$ cat config.mk
export PLATFORM = sky130hd
export DESIGN_NAME = controller_state_sequencer
export DESIGN_NICKNAME = d
export VERILOG_FILES = /design/src/rtl/controller_state_sequencer.sv
export SDC_FILE = /design/constraint.sdc
export NUM_CORES = 1
export LEC_CHECK = 0
export CAP_MARGIN = 20
export CORE_UTILIZATION = 25
export CTS_CLUSTER_DIAMETER = 200
export DETAILED_ROUTE_END_ITERATION = 6
export PLACE_DENSITY = 0.56
export SLEW_MARGIN = 20
export SYNTH_ARGS = -nofsm -noshare
export SYNTH_HDL_FRONTEND = slang
export SYNTH_SLANG_ARGS = --single-unit
$ cat constraint.sdc
create_clock -name clk -period 2 [get_ports clk]
set_clock_uncertainty 0.15 [all_clocks]
set_input_delay 0.3 -clock clk [delete_from_list [all_inputs] [get_ports clk]]
set_output_delay 0.3 -clock clk [all_outputs]
set_load 0.02 [all_outputs]
$ cat src/rtl/controller_state_sequencer.sv
// Multicycle CPU controller sequencer: steps each instruction through
// FETCH/DECODE/LOAD/EXECUTE/MEMWAIT/WRITEBACK, arbitrates exceptions and
// interrupts, applies a memory-wait timeout and counts retired instructions.
//
// Ports:
//   clk, reset        clock, asynchronous active-high reset
//   enable            global stall (low = every register holds)
//   memReady          memory transaction complete this cycle
//   illegalOp         decoder: undefined opcode (used in DECODE)
//   needsLoad         decoder: instruction goes through LOAD
//   needsMem          decoder: instruction accesses data memory
//   isHalt            decoder: HALT instruction (used in WRITEBACK)
//   faultRaise        datapath fault in LOAD/EXECUTE/MEMWAIT
//   interruptRequest  level interrupt line
//   interruptEnable   status-register interrupt enable
//   state             current controller state
//   exceptionPending  exception latched, not yet taken
//   interruptPending  interrupt latched, not yet taken
//   exceptionCause    0 none, 1 illegal, 2 fault, 3 bus timeout
//   retiredCount      instructions completed since reset

package controllerPkg;
    typedef enum logic [3:0] {
        RESET0,
        RESET1,
        FETCH,
        DECODE,
        LOAD,
        EXECUTE,
        MEMWAIT,
        WRITEBACK,
        EXCEPTION,
        INTERRUPT,
        HALT
    } states;
endpackage

module controller_state_sequencer
    import controllerPkg::*;
#(
    parameter int unsigned WAIT_LIMIT = 255
) (
    input  logic        clk,
    input  logic        reset,
    input  logic        enable,
    input  logic        memReady,
    input  logic        illegalOp,
    input  logic        needsLoad,
    input  logic        needsMem,
    input  logic        isHalt,
    input  logic        faultRaise,
    input  logic        interruptRequest,
    input  logic        interruptEnable,
    output states       state,
    output logic        exceptionPending,
    output logic        interruptPending,
    output logic [1:0]  exceptionCause,
    output logic [31:0] retiredCount
);

    localparam int unsigned WAIT_W = 16;
    localparam logic [WAIT_W-1:0] WAIT_LAST = WAIT_W'(WAIT_LIMIT - 1);

    localparam logic [1:0] CAUSE_ILLEGAL = 2'd1;
    localparam logic [1:0] CAUSE_FAULT   = 2'd2;
    localparam logic [1:0] CAUSE_TIMEOUT = 2'd3;

    states             state_nxt;
    logic              exc_nxt;
    logic              int_nxt;
    logic [1:0]        cause_nxt;
    logic [31:0]       retired_nxt;
    logic [WAIT_W-1:0] wait_cnt;
    logic [WAIT_W-1:0] wait_nxt;
    logic              int_req_c;
    logic              timeout_c;

    assign int_req_c = interruptRequest & interruptEnable;
    // memReady on the last allowed cycle still completes the access
    assign timeout_c = (wait_cnt == WAIT_LAST) && !memReady;

    // State and status registers
    always_ff @(posedge clk or posedge reset) begin
        if (reset) begin
            state            <= RESET0;
            exceptionPending <= 1'b0;
            interruptPending <= 1'b0;
            exceptionCause   <= 2'd0;
            retiredCount     <= 32'd0;
            wait_cnt         <= '0;
        end else if (enable) begin
            state            <= state_nxt;
            exceptionPending <= exc_nxt;
            interruptPending <= int_nxt;
            exceptionCause   <= cause_nxt;
            retiredCount     <= retired_nxt;
            wait_cnt         <= wait_nxt;
        end
    end

    // Next-state, exception/interrupt latching, retire and wait counters
    always_comb begin
        state_nxt   = state;
        exc_nxt     = exceptionPending;
        int_nxt     = interruptPending;
        cause_nxt   = exceptionCause;
        retired_nxt = retiredCount;
        wait_nxt    = wait_cnt;

        unique case (state)
            RESET0: state_nxt = RESET1;
            RESET1: state_nxt = FETCH;
            FETCH: begin
                if (memReady) begin
                    state_nxt = DECODE;
                end else if (timeout_c) begin
                    state_nxt = EXCEPTION;
                    exc_nxt   = 1'b1;
                    if (!exceptionPending) cause_nxt = CAUSE_TIMEOUT;
                end
            end
            DECODE: begin
                if (illegalOp) begin
                    state_nxt = EXCEPTION;
                    exc_nxt   = 1'b1;
                    if (!exceptionPending) cause_nxt = CAUSE_ILLEGAL;
                end else if (needsLoad) begin
                    state_nxt = LOAD;
                end else begin
                    state_nxt = EXECUTE;
                end
            end
            LOAD: begin
                state_nxt = needsMem ? MEMWAIT : WRITEBACK;
                if (faultRaise) begin
                    exc_nxt = 1'b1;
                    if (!exceptionPending) cause_nxt = CAUSE_FAULT;
                end
            end
            EXECUTE: begin
                state_nxt = WRITEBACK;
                if (faultRaise) begin
                    exc_nxt = 1'b1;
                    if (!exceptionPending) cause_nxt = CAUSE_FAULT;
                end
            end
            MEMWAIT: begin
                if (memReady) begin
                    state_nxt = WRITEBACK;
                end else if (timeout_c) begin
                    state_nxt = EXCEPTION;
                end
                // a timeout outranks a fault raised on the same cycle
                if (timeout_c) begin
                    exc_nxt = 1'b1;
                    if (!exceptionPending) cause_nxt = CAUSE_TIMEOUT;
                end else if (faultRaise) begin
                    exc_nxt = 1'b1;
                    if (!exceptionPending) cause_nxt = CAUSE_FAULT;
                end
            end
            WRITEBACK: begin
                retired_nxt = retiredCount + 32'd1;
                if (exceptionPending)      state_nxt = EXCEPTION;
                else if (interruptPending) state_nxt = INTERRUPT;
                else if (isHalt)           state_nxt = HALT;
                else                       state_nxt = FETCH;
            end
            EXCEPTION: begin
                exc_nxt   = 1'b0;
                state_nxt = FETCH;
            end
            INTERRUPT: begin
                int_nxt   = 1'b0;
                state_nxt = FETCH;
            end
            HALT: begin
                if (int_req_c) state_nxt = INTERRUPT;
            end
            default: state_nxt = RESET0;
        endcase

        // interrupts latch everywhere except while being taken
        if (int_req_c && (state != INTERRUPT)) int_nxt = 1'b1;

        if (state_nxt != state) begin
            wait_nxt = '0;
        end else if (((state == FETCH) || (state == MEMWAIT)) && !memReady) begin
            wait_nxt = wait_cnt + WAIT_W'(1);
        end
    end

endmodule

==> results.ini, run 1 <==
[setup_path]
cp.arrival_ns=2.17
cp_top_family=simple AND/OR/NAND/NOR gates
crit_chain=inv_2 -> ha_1 -> or4b_4 -> nor3_4 -> a21o_2 -> a2bb2oi_2 -> mux2_4
critPathSlowestCell=or4b_4
required_ns=2.03
critPathLaunchType=register
critPathKind=register to register
crit_path_end_kind=register
slowest_delay_ns=0.47
timing.critical_path.buf_inv=1
crit_fanout=4

[power]
p_comb_share_pct=43.8
power_frac_seq_pct=34.0
internal_power_uw=2540
max-vdd-ir-drop_uv=327
cellLeakagePower_uw=0.00200
power_density_mw_per_mm2=861
switching_power_uw=1520
switching_share_pct=37.4
power_frac_clock_pct=22.2

[global_route]
grt_pass1_vias=3070
grt_pass1_wl_microns=15100
track_usage_pct=14.0
antenna_found_initial=0
grt_max_degree=35
overflow=0

[floorplan]
die_area_sq_mm=0.0135
core_sq_mm=0.0127
start_util_pct=25.8
die_w_microns=116
die_h_microns=116
io_pins=51
num_rows=41

[status]
status=finished with violations
violations=negative setup slack

[synth]
syn_inst=337
ys.flop_type=dfrtp_1
synth_fp_nets=351
yosysWarnings=0
seq_area_frac_synth_pct=42.9
synth.avg_cell_area_sq_um=9.70
synth-edff-count=0
synthDistinctLibCells=63
yosys.area.top_type=dfrtp_1
synth_area_sq_mm=0.00327
synth.most_common_cell=dfrtp_1
yosysTopAreaCellShare_pct=42.9
synth_common_cells=56 x dfrtp_1, 39 x nand2_1, 21 x xnor2_1, 17 x nand3_1, 15 x nor2_1
ys_ff_latch=56
async_flop_share_pct=100
ys_top_cells_by_area=dfrtp_1 43%, xnor2_1 5.6%, nand2_1 4.5%

[drt]
firstDrtPassIters=4
routedWlPerCell_microns=14.2
vias=3016
drt_iter0_drc=231
ant_nets=0
post-route-drc-count=0
vias_per_cell=4.83
routed_wl_microns=8890

[clock_tree]
clk_path_buf_depth=2
cts-root-buf=clkbuf_16
cts.htree.levels=2
cts_num_sinks=56
cts_buffers=5
path_clk_slew_ns=0.08
cts_tree=yes
clk_latency_ns=0.30
hold_buffers=0

[timing]
worst_pin_slew_ns=0.383
rsz0062_at_grt=yes
period_needed_ns=2.14
final_hold_viol_count=0
tns_ns=-1.77
setup_slack_ns=-0.143
finalCritPeriodShare_pct=107
max-slew-margin-rel_pct=74.3
drv_slew=0
worst_hold_slack_ns=0.204
fmax_mhz=467
setup_violations=23

[layout]
fin_nets=466
area_delta_synth_final_pct=44.4
drive_gt1_share_pct=26.9
multi_input_area_sq_mm=0.00179
utilization_pct=37.3
fin_cells=625
seq_area_sq_mm=0.00140
diodes=0
nFillCells=1284

[placed_design]
port_buffers=50
placedCellCount=613
place_hpwl_microns=6610
gp_congestion=0.850

[run]
cap_violations=0

[hold_path]
hold_class=primary input to asynchronous set/reset pin

-- final timing paths --
check | start | endpoint | slack [ns] | depth (start not counted)
worst max register to register | wait_cnt[0]$_DFFE_PP0P_ | exceptionPending$_DFFE_PP0P_ | -0.14 | 7
worst min-delay path | reset | wait_cnt[5]$_DFFE_PP0P_ | 0.20 | 3
max in group asynchronous | reset | retiredCount[18]$_DFFE_PP0P_ | 1.21 | 3
min in group clk | retiredCount[31]$_DFFE_PP0P_ | retiredCount[31]$_DFFE_PP0P_ | 0.33 | 1
worst max-delay path | wait_cnt[0]$_DFFE_PP0P_ | exceptionPending$_DFFE_PP0P_ | -0.14 | 7
worst min register to register | retiredCount[31]$_DFFE_PP0P_ | retiredCount[31]$_DFFE_PP0P_ | 0.33 | 1
-- registers in the layout, indices dropped and copies added, names as in the netlist --
signal and cells:
exceptionCause 2, exceptionPending 1, state 4, retiredCount 32
wait_cnt 16, interruptPending 1
-- power groups by stage --
stage / Combinational [uW] / Sequential, uW / Clock, uW
floorplan: 830 / 1500 / 0
global placement: 1700 / 1390 / 0
detailed placement: 1710 / 1390 / 0
CTS: 1730 / 1380 / 939
global route: 1920 / 1400 / 973
finish: 1780 / 1380 / 903
-- per-stage QoR --
step	total power (uW)	worst slack (ns)	instance area [sq um]
floorplan	2330	-0.0912	3300
global placement	3090	-0.378	4490
detailed placement	3110	-0.402	4490
CTS	4050	-0.146	4650
global route	4300	-0.239	4720
finish	4060	-0.143	4720
-- routing by layer --
layer / vias to the layer above / routed length [microns] / GRT usage, %
li1: 1479 / - / -
met1: 1472 / 4140 / 18.0
met2: 60 / 4330 / 24.4
met3: 5 / 332 / 2.44
met4: 0 / 80 / 3.25
met5: - / 0 / 0
-- area by class of cell --
type,instances,share of cell area [%]
inverters,10,0.795
clock inverters,3,0.451
clock buffers,5,2.65
repair buffers,124,23.9
flip-flops and latches,56,29.7
well taps,172,4.56
multi-input cells,255,37.9
-- cells in the final DEF (no fill, tap or decap), types with 6 or more instances in the layout --
| master | instances |
|---|---|
| a21oi_1 | 9 |
| and3_1 | 11 |
| and4_1 | 6 |
| buf_4 | 66 |
| clkdlybuf4s50_1 | 47 |
| dfrtp_1 | 54 |
| inv_1 | 8 |
| nand2_1 | 39 |
| nand3_1 | 17 |
| nand4_1 | 12 |
| nor2_1 | 14 |
| nor3_1 | 10 |
| nor4_1 | 7 |
| o211ai_1 | 14 |
| o21ai_0 | 7 |
| xnor2_1 | 21 |
| xor2_1 | 10 |
-- worst min-delay path: cells and delay by family --
kind | cells | cell delay [ns]
buffers and inverters | 3 | 0.72
-- logic make-up (layout without fill, tap and decap cells) --
group                      after synthesis  in the layout  synth area share, %
muxes                                    2              2                0.804
DFF                                     56             56                 42.9
buffers and inverters                   26            142                 4.59
adders and majority gates                3              3                 1.15
AOI/OAI and AO/OA                       71             71                 17.0
xor gates and xnor gates                31             31                 8.31
and+or+nand+nor                        148            148                 25.3
-- repair_timing --
item / in CTS / in global routing
endpoints found under the setup margin: 27 / 38
buffers inserted: 1 / 3
pin swaps: 12 / 5
gates resized for setup: 8 / 10
Note: power is estimated with default switching activity, not from simulation.
==> run 2: changes to the inputs <==
--- a/config.mk
+++ b/config.mk
@@ -10,6 +10,7 @@
 export CTS_CLUSTER_DIAMETER = 200
 export DETAILED_ROUTE_END_ITERATION = 6
 export PLACE_DENSITY = 0.56
+export SKIP_CTS_REPAIR_TIMING = 1
 export SLEW_MARGIN = 20
 export SYNTH_ARGS = -nofsm -noshare
 export SYNTH_HDL_FRONTEND = slang
==> results.ini, run 2 (same netlist as run 1, synthesis figures left out) <==
[power]
p_total_uw=4080
max-vdd-ir-drop_uv=330
cellLeakagePower_uw=0.00203
power_density_mw_per_mm2=860

[clock_tree]
cts_num_sinks=56
path_clk_slew_ns=0.08
clk_path_buf_depth=2
cts.htree.levels=2
clk_latency_ns=0.30
cts_tree=yes
cts_buffers=5
cts-root-buf=clkbuf_16

[floorplan]
die_area_sq_mm=0.0135
die_h_microns=116
start_util_pct=25.8
io_pins=51
die_w_microns=116
core_sq_mm=0.0127
num_rows=41

[setup_path]
crit_path_end_kind=register
cp.arrival_ns=2.17
required_ns=2.02
critPathKind=register to register
critical_path.startpoint=wait_cnt[0]$_DFFE_PP0P_
crit_fanout=7
critPathLaunchType=register
worstReg2RegStart=wait_cnt[0]$_DFFE_PP0P_

[global_route]
grt_max_degree=35
grt_pass1_vias=3040
grt_pass1_wl_microns=15000
overflow=0
track_usage_pct=14.0
antenna_found_initial=0

[placed_design]
placed_area_sq_mm=0.00449
gp_congestion=0.850
place_hpwl_microns=6610
placedCellCount=613
port_buffers=50

[layout]
drive_gt1_share_pct=26.9
fin_cells=625
diodes=0
area_delta_synth_final_pct=45.3
largest_reg_flops=32
finish.instance_area_sq_mm=0.00475
top_regs=retiredCount: 32 flops, wait_cnt: 16 flops, state: 4 flops
regMostFlops=retiredCount
final_common_cell=buf_4
fin_nets=466
final_cell_mix=65 x buf_4, 53 x dfrtp_1, 46 x clkdlybuf4s50_1

[status]
status=finished with violations
violations=negative setup slack

[timing]
finalCritPeriodShare_pct=108
max-slew-margin-rel_pct=75.0
setup_violations=22
worst_hold_slack_ns=0.206
period_needed_ns=2.15
worst_pin_slew_ns=0.373
setup_slack_ns=-0.152
rsz0062_at_grt=yes
fmax_mhz=465
drv_slew=0
tns_ns=-1.97
final_hold_viol_count=0

[drt]
drt_iter0_drc=229
vias_per_cell=4.85
routed_wl_microns=8940
ant_nets=0
firstDrtPassIters=4
vias=3033
post-route-drc-count=0
routedWlPerCell_microns=14.3

[run]
cap_violations=0

[hold_path]
hold_class=primary input to asynchronous set/reset pin

run 2: worst paths after layout:
path	end	slack (ns)	cells past startpoint
worst min register to register	retiredCount[31]$_DFFE_PP0P_	0.33	1
worst max register to register	wait_cnt[3]$_DFFE_PP0P_	-0.15	8
worst max-delay path	wait_cnt[3]$_DFFE_PP0P_	-0.15	8
max in group asynchronous	retiredCount[18]$_DFFE_PP0P_	1.21	3
worst min-delay path	retiredCount[2]$_DFFE_PP0P_	0.21	3
min in group clk	retiredCount[31]$_DFFE_PP0P_	0.33	1
run 2: metal layers:
| layer | part of all wire, % | GRT usage [%] |
|---|---|---|
| met5 | 0 | 0 |
| met4 | 0.90 | 3.25 |
| met3 | 3.8 | 2.44 |
| met2 | 49 | 24.1 |
| met1 | 46 | 18.1 |
run 2: critical path: stages (launching register included):
cell       delay (ns)
dfrtp_1          0.39
inv_2            0.06
ha_1             0.13
or4b_4           0.47
nor3_4           0.23
a211oi_4         0.14
clkbuf_16        0.19
o211ai_1         0.16
o211ai_1         0.11
run 2: per-stage QoR:
| step | utilization, % | worst slack, ns |
|---|---|---|
| floorplan | - | -0.0912 |
| global placement | 35.4 | -0.378 |
| detailed placement | 35.4 | -0.402 |
| CTS | 36.6 | -0.173 |
| global route | 37.5 | -0.255 |
| finish | 37.5 | -0.152 |
run 2: area by class of cell:
| type | instances | area [sq um] |
|---|---|---|
| clock inverter | 3 | 21.3 |
| multi-input combinational | 255 | 1790 |
| inverter | 10 | 37.5 |
| tap | 172 | 215 |
| fill | 1278 | 7920 |
| timing repair buffer | 124 | 1160 |
| clock buffer | 5 | 125 |
| sequential | 56 | 1410 |
run 2: power breakdown:
part / switching [uW] / internal [uW] / total [uW]
Clock: 435 / 468 / 903
Sequential: 137 / 1250 / 1380
Combinational: 947 / 850 / 1800
==> run 3: changes to the inputs <==
--- a/config.mk
+++ b/config.mk
@@ -6,10 +6,11 @@
 export NUM_CORES = 1
 export LEC_CHECK = 0
 export CAP_MARGIN = 20
-export CORE_UTILIZATION = 25
+export CORE_UTILIZATION = 50
+export CTS_BUF_LIST = sky130_fd_sc_hd__clkbuf_2 sky130_fd_sc_hd__clkbuf_4 sky130_fd_sc_hd__clkbuf_8
 export CTS_CLUSTER_DIAMETER = 200
 export DETAILED_ROUTE_END_ITERATION = 6
-export PLACE_DENSITY = 0.56
+export PLACE_DENSITY = 0.89
 export SKIP_CTS_REPAIR_TIMING = 1
 export SLEW_MARGIN = 20
 export SYNTH_ARGS = -nofsm -noshare
==> results.ini, run 3 (same netlist as run 1, synthesis figures left out) <==
[clock_tree]
cts.htree.levels=2
cts_num_sinks=56
clk_path_buf_depth=2
path_clk_slew_ns=0.11
cts_tree=yes
cts_buffers=5
cts-root-buf=clkbuf_8
clk_latency_ns=0.31

[layout]
regMostFlops=retiredCount
nFillCells=481
final_common_cell=buf_4
utilization_pct=71.0
fin_cells=522
diodes=0
drive_gt1_share_pct=25.2
fin_nets=458
largest_reg_flops=32
area_delta_synth_final_pct=37.2
final_cell_mix=61 x buf_4, 54 x dfrtp_1, 47 x clkdlybuf4s50_1
top_regs=retiredCount: 32 flops, wait_cnt: 16 flops, state: 4 flops

[status]
status=finished with violations
violations=negative setup slack

[timing]
worst_hold_slack_ns=0.136
finalCritPeriodShare_pct=113
final_hold_viol_count=0
drv_slew=0
fmax_mhz=442
setup_violations=22
worst_pin_slew_ns=0.399
rsz0062_at_grt=yes
setup_slack_ns=-0.260
max-slew-margin-rel_pct=73.3
period_needed_ns=2.26

[drt]
routedWlPerCell_microns=16.3
firstDrtPassIters=4
vias=3076
ant_nets=0
post-route-drc-count=0
routed_wl_microns=8490
vias_per_cell=5.89
drt_iter0_drc=131

[global_route]
grt_pass1_vias=3094
track_usage_pct=25.8
antenna_found_initial=0
grt_max_degree=22
overflow=0
grt_pass1_wl_microns=14600

[setup_path]
critPathSlowestCell=or4b_4
crit_chain=inv_2 -> ha_4 -> or4b_4 -> nor3_4 -> buf_6 -> a21o_2 -> a2bb2oi_2 -> mux2_4
cp.arrival_ns=2.31
required_ns=2.05
timing.critical_path.buf_inv=2
critPathKind=register to register
critPathLaunchType=register
worstRegToRegCells=8
slowest_delay_ns=0.47
cp_top_family=simple AND/OR/NAND/NOR gates
crit_fanout=5
crit_path_end_kind=register
critical_path_depth=8

[hold_path]
hold_class=primary input to asynchronous set/reset pin

[power]
cellLeakagePower_uw=0.00196
power_density_mw_per_mm2=859
p_total_uw=3850
max-vdd-ir-drop_uv=636

[placed_design]
place_hpwl_microns=6430
gp_congestion=0.909
port_buffers=50
placedCellCount=512

[floorplan]
die_area_sq_mm=0.00686
die_w_microns=82.8
num_rows=29
start_util_pct=51.8
die_h_microns=82.8
io_pins=51
core_sq_mm=0.00631

[run]
cap_violations=0

==> run 3: cell count changes in the layout (fill, tap and decap cells not counted), sizes merged <==
| cell | before | now |
|---|---|---|
| clkinv | 1 | 2 |
| buf | 73 | 66 |
| clkbuf | 6 | 5 |
| dlymetal6s2s | 4 | 3 |
| inv | 11 | 10 |
| clkinvlp | 1 | 0 |
| clkdlybuf4s50 | 46 | 47 |
| bufinv | 0 | 1 |
==> run 3: area by class of cell <==
cell class              count  area (sq um)  share of cell area [%]
clock buffers               5          68.8                    1.53
repair buffers            116          1050                    23.4
flip-flops and latches     56          1400                    31.3
multi-input cells         255          1780                    39.7
clock inverters             3          47.5                    1.06
well taps                  77          96.3                    2.15
inverters                  10          37.5                   0.837
==> run 3: metrics by stage <==
stage	setup WS, ns	setup TNS [ns]	area, sq um
5_1_grt	-0.364	-6.55	4480
2_1_floorplan	-0.0912	-0.711	3300
4_1_cts	-0.241	-3.08	4420
6_report	-0.260	-4.54	4480
3_5_place_dp	-0.442	-7.60	4300
3_3_place_gp	-0.350	-5.93	4300
==> run 3: path summary, 6_finish.rpt <==
check | start | end | slack [ns]
max in group asynchronous | reset | state[2]$_DFFE_PP0P_ | 1.10
hold / removal | reset | retiredCount[17]$_DFFE_PP0P_ | 0.14
min in group clk | retiredCount[31]$_DFFE_PP0P_ | retiredCount[31]$_DFFE_PP0P_ | 0.33
hold reg to reg | retiredCount[31]$_DFFE_PP0P_ | retiredCount[31]$_DFFE_PP0P_ | 0.33
setup reg to reg | wait_cnt[0]$_DFFE_PP0P_ | exceptionPending$_DFFE_PP0P_ | -0.26
setup / recovery | wait_cnt[0]$_DFFE_PP0P_ | exceptionPending$_DFFE_PP0P_ | -0.26
==> run 3: per-layer routing <==
metal  up-vias  GRT usage, %  wire length, microns  share of wire, %
met4         0          5.80                    88               1.0
li1       1466             -                     -                 -
met1      1515          35.5                  3920                46
met5         -             0                     0                 0
met3        11          3.88                   298               3.5
met2        84          43.3                  4190                49
==> run 3: report_power, final <==
| part | switching (uW) | internal, uW |
|---|---|---|
| Combinational | 924 | 791 |
| Sequential | 125 | 1240 |
| Clock | 391 | 378 |
| Total | 1440 | 2410 |
